`src/rtl/apb_sram_ctrl.sv`:
```
// APB3 slave front-end for the spsram_256x32 macro: turns APB transfers into
// single-cycle SRAM strobes and rejects misaligned or out-of-range accesses.
module apb_sram_ctrl #(
  parameter int ADDR_W    = 12,
  parameter int MEM_DEPTH = 256,
  parameter int DATA_W    = 32
) (
  input  logic                         iCLK,
  input  logic                         iRSTn,
  input  logic                         iPSEL,
  input  logic                         iPENABLE,
  input  logic                         iPWRITE,
  input  logic [ADDR_W-1:0]            iPADDR,
  input  logic [DATA_W-1:0]            iPWDATA,
  output logic [DATA_W-1:0]            oPRDATA,
  output logic                         oPREADY,
  output logic                         oPSLVERR,
  output logic                         oCE,
  output logic                         oWE,
  output logic [$clog2(MEM_DEPTH)-1:0] oADDR,
  output logic [DATA_W-1:0]            oDATA_WR,
  input  logic [DATA_W-1:0]            iDATA_RD
);

  localparam int WORD_AW = $clog2(MEM_DEPTH);

  typedef enum logic [2:0] {
    IDLE    = 3'd0,
    WR_ACC  = 3'd1,
    RD_WAIT = 3'd2,
    RD_DATA = 3'd3,
    ERR     = 3'd4
  } state_t;

  state_t state, stateNxt;
  logic   setupDet;

  // Byte offsets beyond the SRAM window or not word-aligned never reach the macro.
  function automatic logic addrErr(input logic [ADDR_W-1:0] a);
    return (a[1:0] != 2'b00) || ((a >> (WORD_AW + 2)) != '0);
  endfunction

  assign setupDet = (state == IDLE) && iPSEL && !iPENABLE;

  always_ff @(posedge iCLK or negedge iRSTn) begin
    if (!iRSTn) begin
      state    <= IDLE;
      oADDR    <= '0;
      oDATA_WR <= '0;
    end else begin
      state <= stateNxt;
      if (setupDet) begin
        oADDR    <= iPADDR[WORD_AW+1:2];
        oDATA_WR <= iPWDATA;
      end
    end
  end

  always_comb begin
    stateNxt = state;
    case (state)
      IDLE: begin
        if (setupDet) begin
          if (addrErr(iPADDR)) stateNxt = ERR;
          else if (iPWRITE)    stateNxt = WR_ACC;
          else                 stateNxt = RD_WAIT;
        end
      end
      WR_ACC:  stateNxt = IDLE;
      // Master dropping PSEL before the data phase abandons the read.
      RD_WAIT: stateNxt = iPSEL ? RD_DATA : IDLE;
      RD_DATA: stateNxt = IDLE;
      ERR:     stateNxt = IDLE;
      default: stateNxt = IDLE;
    endcase
  end

  always_comb begin
    oCE      = 1'b0;
    oWE      = 1'b0;
    oPREADY  = 1'b0;
    oPSLVERR = 1'b0;
    oPRDATA  = '0;
    case (state)
      WR_ACC: begin
        oCE     = 1'b1;
        oWE     = 1'b1;
        oPREADY = 1'b1;
      end
      RD_WAIT: oCE = 1'b1;
      RD_DATA: begin
        oPREADY = 1'b1;
        oPRDATA = iDATA_RD;
      end
      ERR: begin
        oPREADY  = 1'b1;
        oPSLVERR = 1'b1;
      end
      default: ;
    endcase
  end

endmodule

```
`config.mk`:
```
export PLATFORM = sky130hd
export DESIGN_NAME = apb_sram_ctrl
export DESIGN_NICKNAME = d
export VERILOG_FILES = /design/src/rtl/apb_sram_ctrl.sv
export SDC_FILE = /design/constraint.sdc
export NUM_CORES = 1
export LEC_CHECK = 0
export BUFFER_PORTS_ARGS = -buffer_cell sky130_fd_sc_hd__buf_4
export CAP_MARGIN = 10
export CORE_ASPECT_RATIO = 0.8
export CORE_MARGIN = 5
export CORE_UTILIZATION = 30
export DETAILED_ROUTE_END_ITERATION = 7
export GPL_TIMING_DRIVEN = 0
export PLACE_DENSITY = 0.66
export SLEW_MARGIN = 20
export SYNTH_ARGS = -nofsm -noshare
export SYNTH_HDL_FRONTEND = slang
export SYNTH_SLANG_ARGS = --single-unit
```
`constraint.sdc`:
```
create_clock -name iCLK -period 1.7 [get_ports iCLK]
set_input_delay 0.255 -clock iCLK [delete_from_list [all_inputs] [get_ports iCLK]]
set_output_delay 0.255 -clock iCLK [all_outputs]
set_load 0.005 [all_outputs]
```
==> results of run 1 <==
==> cell families after synthesis <==
logic type | count (synthesis) | share of synthesized area [%]
simple gates | 46 | 14.8
mux | 40 | 23.7
compound gates | 2 | 0.591
flops | 43 | 56.5
buf+inv | 11 | 3.94
xor+xnor | 1 | 0.460
==> layer usage <==
metal / global-route usage [%] / wire (um)
met3: 4.98 / 469
met2: 20.1 / 2850
met5: 0 / 0
met4: 2.86 / 17
met1: 18.6 / 2420
==> cells in the mapped netlist, types with 2 or more instances <==
cell type and number:
buf_6 4, mux2_2 37, nor3_1 2, nand2b_1 2, dfrtp_1 43, nand2_1 2
inv_1 3, and2_1 32, nor2_1 5, mux2_1 3, clkbuf_1 3
==> final timing paths <==
kind | startpoint | endpoint | slack (ps)
hold reg to reg | oDATA_WR[13] | oDATA_WR[13] | 490
max in group asynchronous | iRSTn | state[0] | 800
hold / removal | iPWDATA[13] | oDATA_WR[13] | 180
setup / recovery | state[2] | oPRDATA[24] | 20
min in group asynchronous | iRSTn | oDATA_WR[0] | 490
setup reg to reg | state[2] | oDATA_WR[10] | 60
==> what timing repair did <==
action | CTS | global route
buffers inserted | 1 | 1
hold buffers | 1 | 0
endpoints found under the hold margin | 43 | 0
pin swaps | 2 | 1
endpoints found under the setup margin | 69 | 69
gates resized for setup | 17 | 17
==> power groups by stage <==
stage	clock, mW	sequential [mW]	combinational (mW)
finish	0.777	1.30	0.704
global route	0.865	1.32	0.770
CTS	0.812	1.30	0.720
detailed placement	0	1.32	0.714
global placement	0	1.31	0.702
floorplan	0	1.33	0.209
==> metrics by stage <==
step	hold slack, ps	setup slack (ps)
6_report	179	20.7
3_5_place_dp	283	-20.7
2_1_floorplan	-40.6	156
3_3_place_gp	286	-17.1
5_1_grt	165	-84.1
4_1_cts	165	-20.2
==> worst reg2reg max path, stage by stage, from the launching register on <==
cell	delay [ps]
dfrtp_1	410
nand2b_1	220
nor4_4	240
buf_6	160
buf_6	150
mux2_2	350
==> flip-flops by register name (all words and copies together) (netlist names) <==
register / flops
oDATA_WR: 32
oADDR: 8
state: 3
==> layout make-up <==
type / instances / area [um^2] / area share [%]
buffer: 8 / 90.1 / 2.64
sequential: 43 / 1080 / 31.5
timing repair buffer: 159 / 1230 / 36.0
inverter: 3 / 11.3 / 0.330
tap: 84 / 105 / 3.08
multi-input combinational: 89 / 791 / 23.1
clock inverter: 3 / 43.8 / 1.28
clock buffer: 5 / 68.8 / 2.01
==> results.toml, run 1 <==
[synthesis]
synth_cells = 143
ys_warn_count = 0
synth_nets = 224
async_flop_share_pct = 100
synth_edf_count = 0
avgSynthCellArea_um2 = 13.3
ys.flop_type = "dfrtp_1"
synth_area_um2 = 1900
synth_cell_type_count = 18
synth.largest_area_cell = "dfrtp_1"
yosys.area.top_type_share_pct = 56.5
synthTopCellsByArea = "dfrtp_1 57%, mux2_2 22%, and2_1 11%, buf_6 2.4%, mux2_1 1.8%"
ys_seq_area_share_pct = 56.5
ys_ff_latch = 43

[cells_and_area]
mostFrequentLayoutCells = "150 x buf_4, 42 x dfrtp_1, 37 x mux2_2, 23 x and2_1, 15 x buf_6"
final_cells = 394
design_area_um2 = 3420
final_common_cell = "buf_4"
nets = 390
fillCellCount = 566
postLayoutCoreUtil_pct = 54.4
final_layout_size_suffix_gt1_share_pct = 72.3
antenna_cells = 0
syn_to_final_growth_pct = 79.4

[power]
peakVddDrop_mv = 0.441
p_int_mw = 2.13
switching_share_pct = 23.2
netSwitchingPower_mw = 0.645
pwr-share-comb_pct = 25.4
p_per_area_nw_per_um2 = 813
total_power_mw = 2.78
seqPwrFrac_pct = 46.7
p_leak_nw = 1.72
clock_power_share_pct = 28.0

[hold_path]
holdPathStages = 2
min_path_type = "in -> reg"

[setup_path]
cp_cell_sequence = "nand2b_4 > nor2_4 > buf_8 > and2_4 > buf_6"
cp_slowest_cell = "dfrtp_1"
crit_cells = 5
crit_path_max_incr_delay_ps = 410
required_ps = 1440
worst-path-buf-inv = 2
cp-start-kind = "flop"
cp-end-kind = "output port"
crit_family = "simple AND/OR/NAND/NOR gates"
reg2regPathDepth = 5
cp_max_fo = 10
arrival_ps = 1420
crit_type = "reg -> out"

[route]
antenna_left = 0
vias = 1638
wire_per_inst_um = 14.6
drt-vias-per-instance = 4.16
drt-pass1-iter-count = 4
drt_wl_total_um = 5750
drtIter0Drc = 49
drc = 0

[timing]
tns_ps = 0
min_period_ps = 1680
period_share_pct = 98.8
fmax_mhz = 596
worst_pin_slew_ps = 543
rsz0062_at_grt = "true"
hold_viol_final = 0
slew_viol_final = 0
slew_headroom_pct = 63.8
skew_ps = 7.21
setup_viol = 0

[floorplan]
start_util_pct = 30.3
rows = 26
io_pins = 157
dieWidth_um = 99.1
die_y_um = 81.3
die_area_um2 = 8050
core_area_um2 = 6280

[clock_network]
cts_tree = "done"
clk_path_buf_depth = 2
clk_pin_slew_ps = 80
cts_sinks = 43
clock-root-buffer = "clkbuf_8"
clk_latency_ps = 290
h-tree-depth = 2
numCtsBuffers = 5

[global_route]
antenna_found_initial = 0
grt_pass1_vias = 1675
grt_usage_pct = 13.5
overflow = 0
grt_pass1_wl_um = 8510
grt_max_degree = 44

[placement]
placed_cells = 383
io_buffer_count = 156
gp_congestion = 0.688
place_hpwl_um = 4710
postPlaceCellArea_um2 = 3180

[flow_run]
drv_cap = 0

[outcome]
outcome = "completed"
(Power assumes the default switching activity.)
==> run 2: changes to the inputs <==
CORE_UTILIZATION = 35   (was 30)
PLACE_DENSITY = 0.78   (was 0.66)
clock period = 1.5 ns   (was 1.7 ns; I/O delays follow)
==> results.toml, run 2 (same netlist as run 1, synthesis figures left out) <==
[outcome]
outcome = "finished with violations"
violations = "setup timing"

[placement]
place_hpwl_um = 4710
gp_congestion = 0.799
io_buffer_count = 156

[route]
drt-vias-per-instance = 4.64
antenna_left = 0
drc = 0
top_layer = "met4"
wl_met1_um = 2860
dr_wl_met3_um = 440
drt_wl_total_um = 7140
drtIter0Drc = 58
vias = 1813
wire_per_inst_um = 18.3
met2_length_um = 3750
drt-pass1-iter-count = 4

[setup_path]
cp_max_fo = 8
cp-start-kind = "flop"
arrival_ps = 1470
required_ps = 1270
cp-end-kind = "output port"
crit_type = "reg -> out"

[cells_and_area]
fillCellCount = 406
antenna_cells = 0
final_layout_size_suffix_gt1_share_pct = 77.6
syn_to_final_growth_pct = 101
largest_register_ffs = 32
final_common_cell = "buf_4"
nets = 406
regMostFlops = "oDATA_WR"
reg.largest.list = "oDATA_WR (32), oADDR (8), state (3)"
mostFrequentLayoutCells = "147 x buf_4, 42 x dfrtp_1, 40 x mux2_4, 23 x buf_6, 17 x and2_1"

[global_route]
grt_pass1_vias = 2006
antenna_found_initial = 0
overflow = 0
grt_max_degree = 44
grt_pass1_wl_um = 10300
grt_usage_pct = 18.5

[floorplan]
dieWidth_um = 92.5
rows = 24
io_pins = 157
start_util_pct = 35.4
die_area_um2 = 7030
core_area_um2 = 5380
die_y_um = 76.0

[timing]
period_share_pct = 113
skew_ps = 7.01
slew_headroom_pct = 63.0
hold_viol_final = 0
setup_viol = 68
tns_ps = -7000
min_period_ps = 1690
rsz0062_at_grt = "true"
worst_pin_slew_ps = 555
slew_viol_final = 0
fmax_mhz = 592
whs_ps = 160
fin_ws_ps = -190

[power]
p_int_mw = 2.42
p_per_area_nw_per_um2 = 840
p_leak_nw = 1.99
netSwitchingPower_mw = 0.799
peakVddDrop_mv = 0.688
seqPwrFrac_pct = 46.1
total_power_mw = 3.22
clock_power_share_pct = 22.0
switching_share_pct = 24.8
pwr-share-comb_pct = 31.9

[clock_network]
cts_tree = "done"
clk_path_buf_depth = 2
numCtsBuffers = 5
h-tree-depth = 2
clk_pin_slew_ps = 80
cts_sinks = 43
clk_latency_ps = 290
clock-root-buffer = "clkbuf_8"

[flow_run]
drv_cap = 0

[hold_path]
min_path_type = "in -> reg"
==> run 2: cell count changes in the layout (fill, tap and decap cells not counted), sizes merged <==
cell | before | now
bufinv | 1 | 0
clkinv | 2 | 1
clkbuf | 5 | 8
buf | 166 | 181
==> run 2: repair_timing <==
action | 4_1_cts | 5_1_grt
gates resized for setup | 64 | 46
pin swaps | 3 | 17
buffers inserted | 9 | 5
hold buffers | 1 | 0
gates cloned | 4 | 3
setup endpoints to repair | 71 | 75
hold endpoints to repair | 43 | 0
==> run 2: final cells by class <==
cell class / count / area [um^2] / area share [%]
Inverter: 3 / 11.3 / 0.294
Clock inverter: 1 / 5.00 / 0.131
Sequential cell: 43 / 1080 / 28.1
Multi-Input combinational cell: 89 / 978 / 25.5
Tap cell: 65 / 81.3 / 2.12
Clock buffer: 7 / 76.3 / 1.99
Timing Repair Buffer: 176 / 1510 / 39.4
Buffer: 7 / 93.8 / 2.45
==> run 2: power groups by stage <==
| stage | Clock [mW] | Sequential, mW | Combinational [mW] |
|---|---|---|---|
| floorplan | 0 | 1.50 | 0.240 |
| global placement | 0 | 1.48 | 0.797 |
| detailed placement | 0 | 1.49 | 0.816 |
| CTS | 0.735 | 1.48 | 1.04 |
| global route | 0.797 | 1.52 | 1.09 |
| finish | 0.708 | 1.49 | 1.03 |
==> run 2: path summary, 6_finish.rpt <==
check	from	slack [ps]	end	cells past startpoint
worst max register to register	state[0]	-100	oDATA_WR[28]	5
worst min register to register	oADDR[1]	510	oADDR[1]	1
worst max-delay path	state[2]	-190	oPRDATA[21]	6
worst min-delay path	iPWDATA[3]	160	oDATA_WR[3]	2
max in group asynchronous	iRSTn	630	state[0]	2
min in group asynchronous	iRSTn	470	oDATA_WR[0]	2
==> run 2: critical path: stages, from the launching register on <==
cell and delay [ps]:
dfrtp_1 410, nand2b_4 160, nor2_4 110, buf_12 140, clkbuf_16 140, and2_4 140
buf_6 90
==> run 2: per-stage QoR <==
| stage | cells | setup slack [ps] | util (%) | cell area [um^2] |
|---|---|---|---|---|
| floorplan | 143 | -13.2 | - | 1910 |
| global placement | 364 | -195 | 58.9 | 3170 |
| detailed placement | 364 | -268 | 58.9 | 3170 |
| CTS | 386 | -206 | 68.4 | 3680 |
| global route | 391 | -259 | 71.3 | 3830 |
| finish | 391 | -190 | 71.3 | 3830 |
==> run 2: per-layer routing <==
| metal | GRT usage, % | vias up |
|---|---|---|
| met5 | 0 | - |
| met4 | 3.86 | 0 |
| met3 | 5.23 | 11 |
| met2 | 32.8 | 71 |
| met1 | 22.3 | 896 |
| li1 | - | 835 |
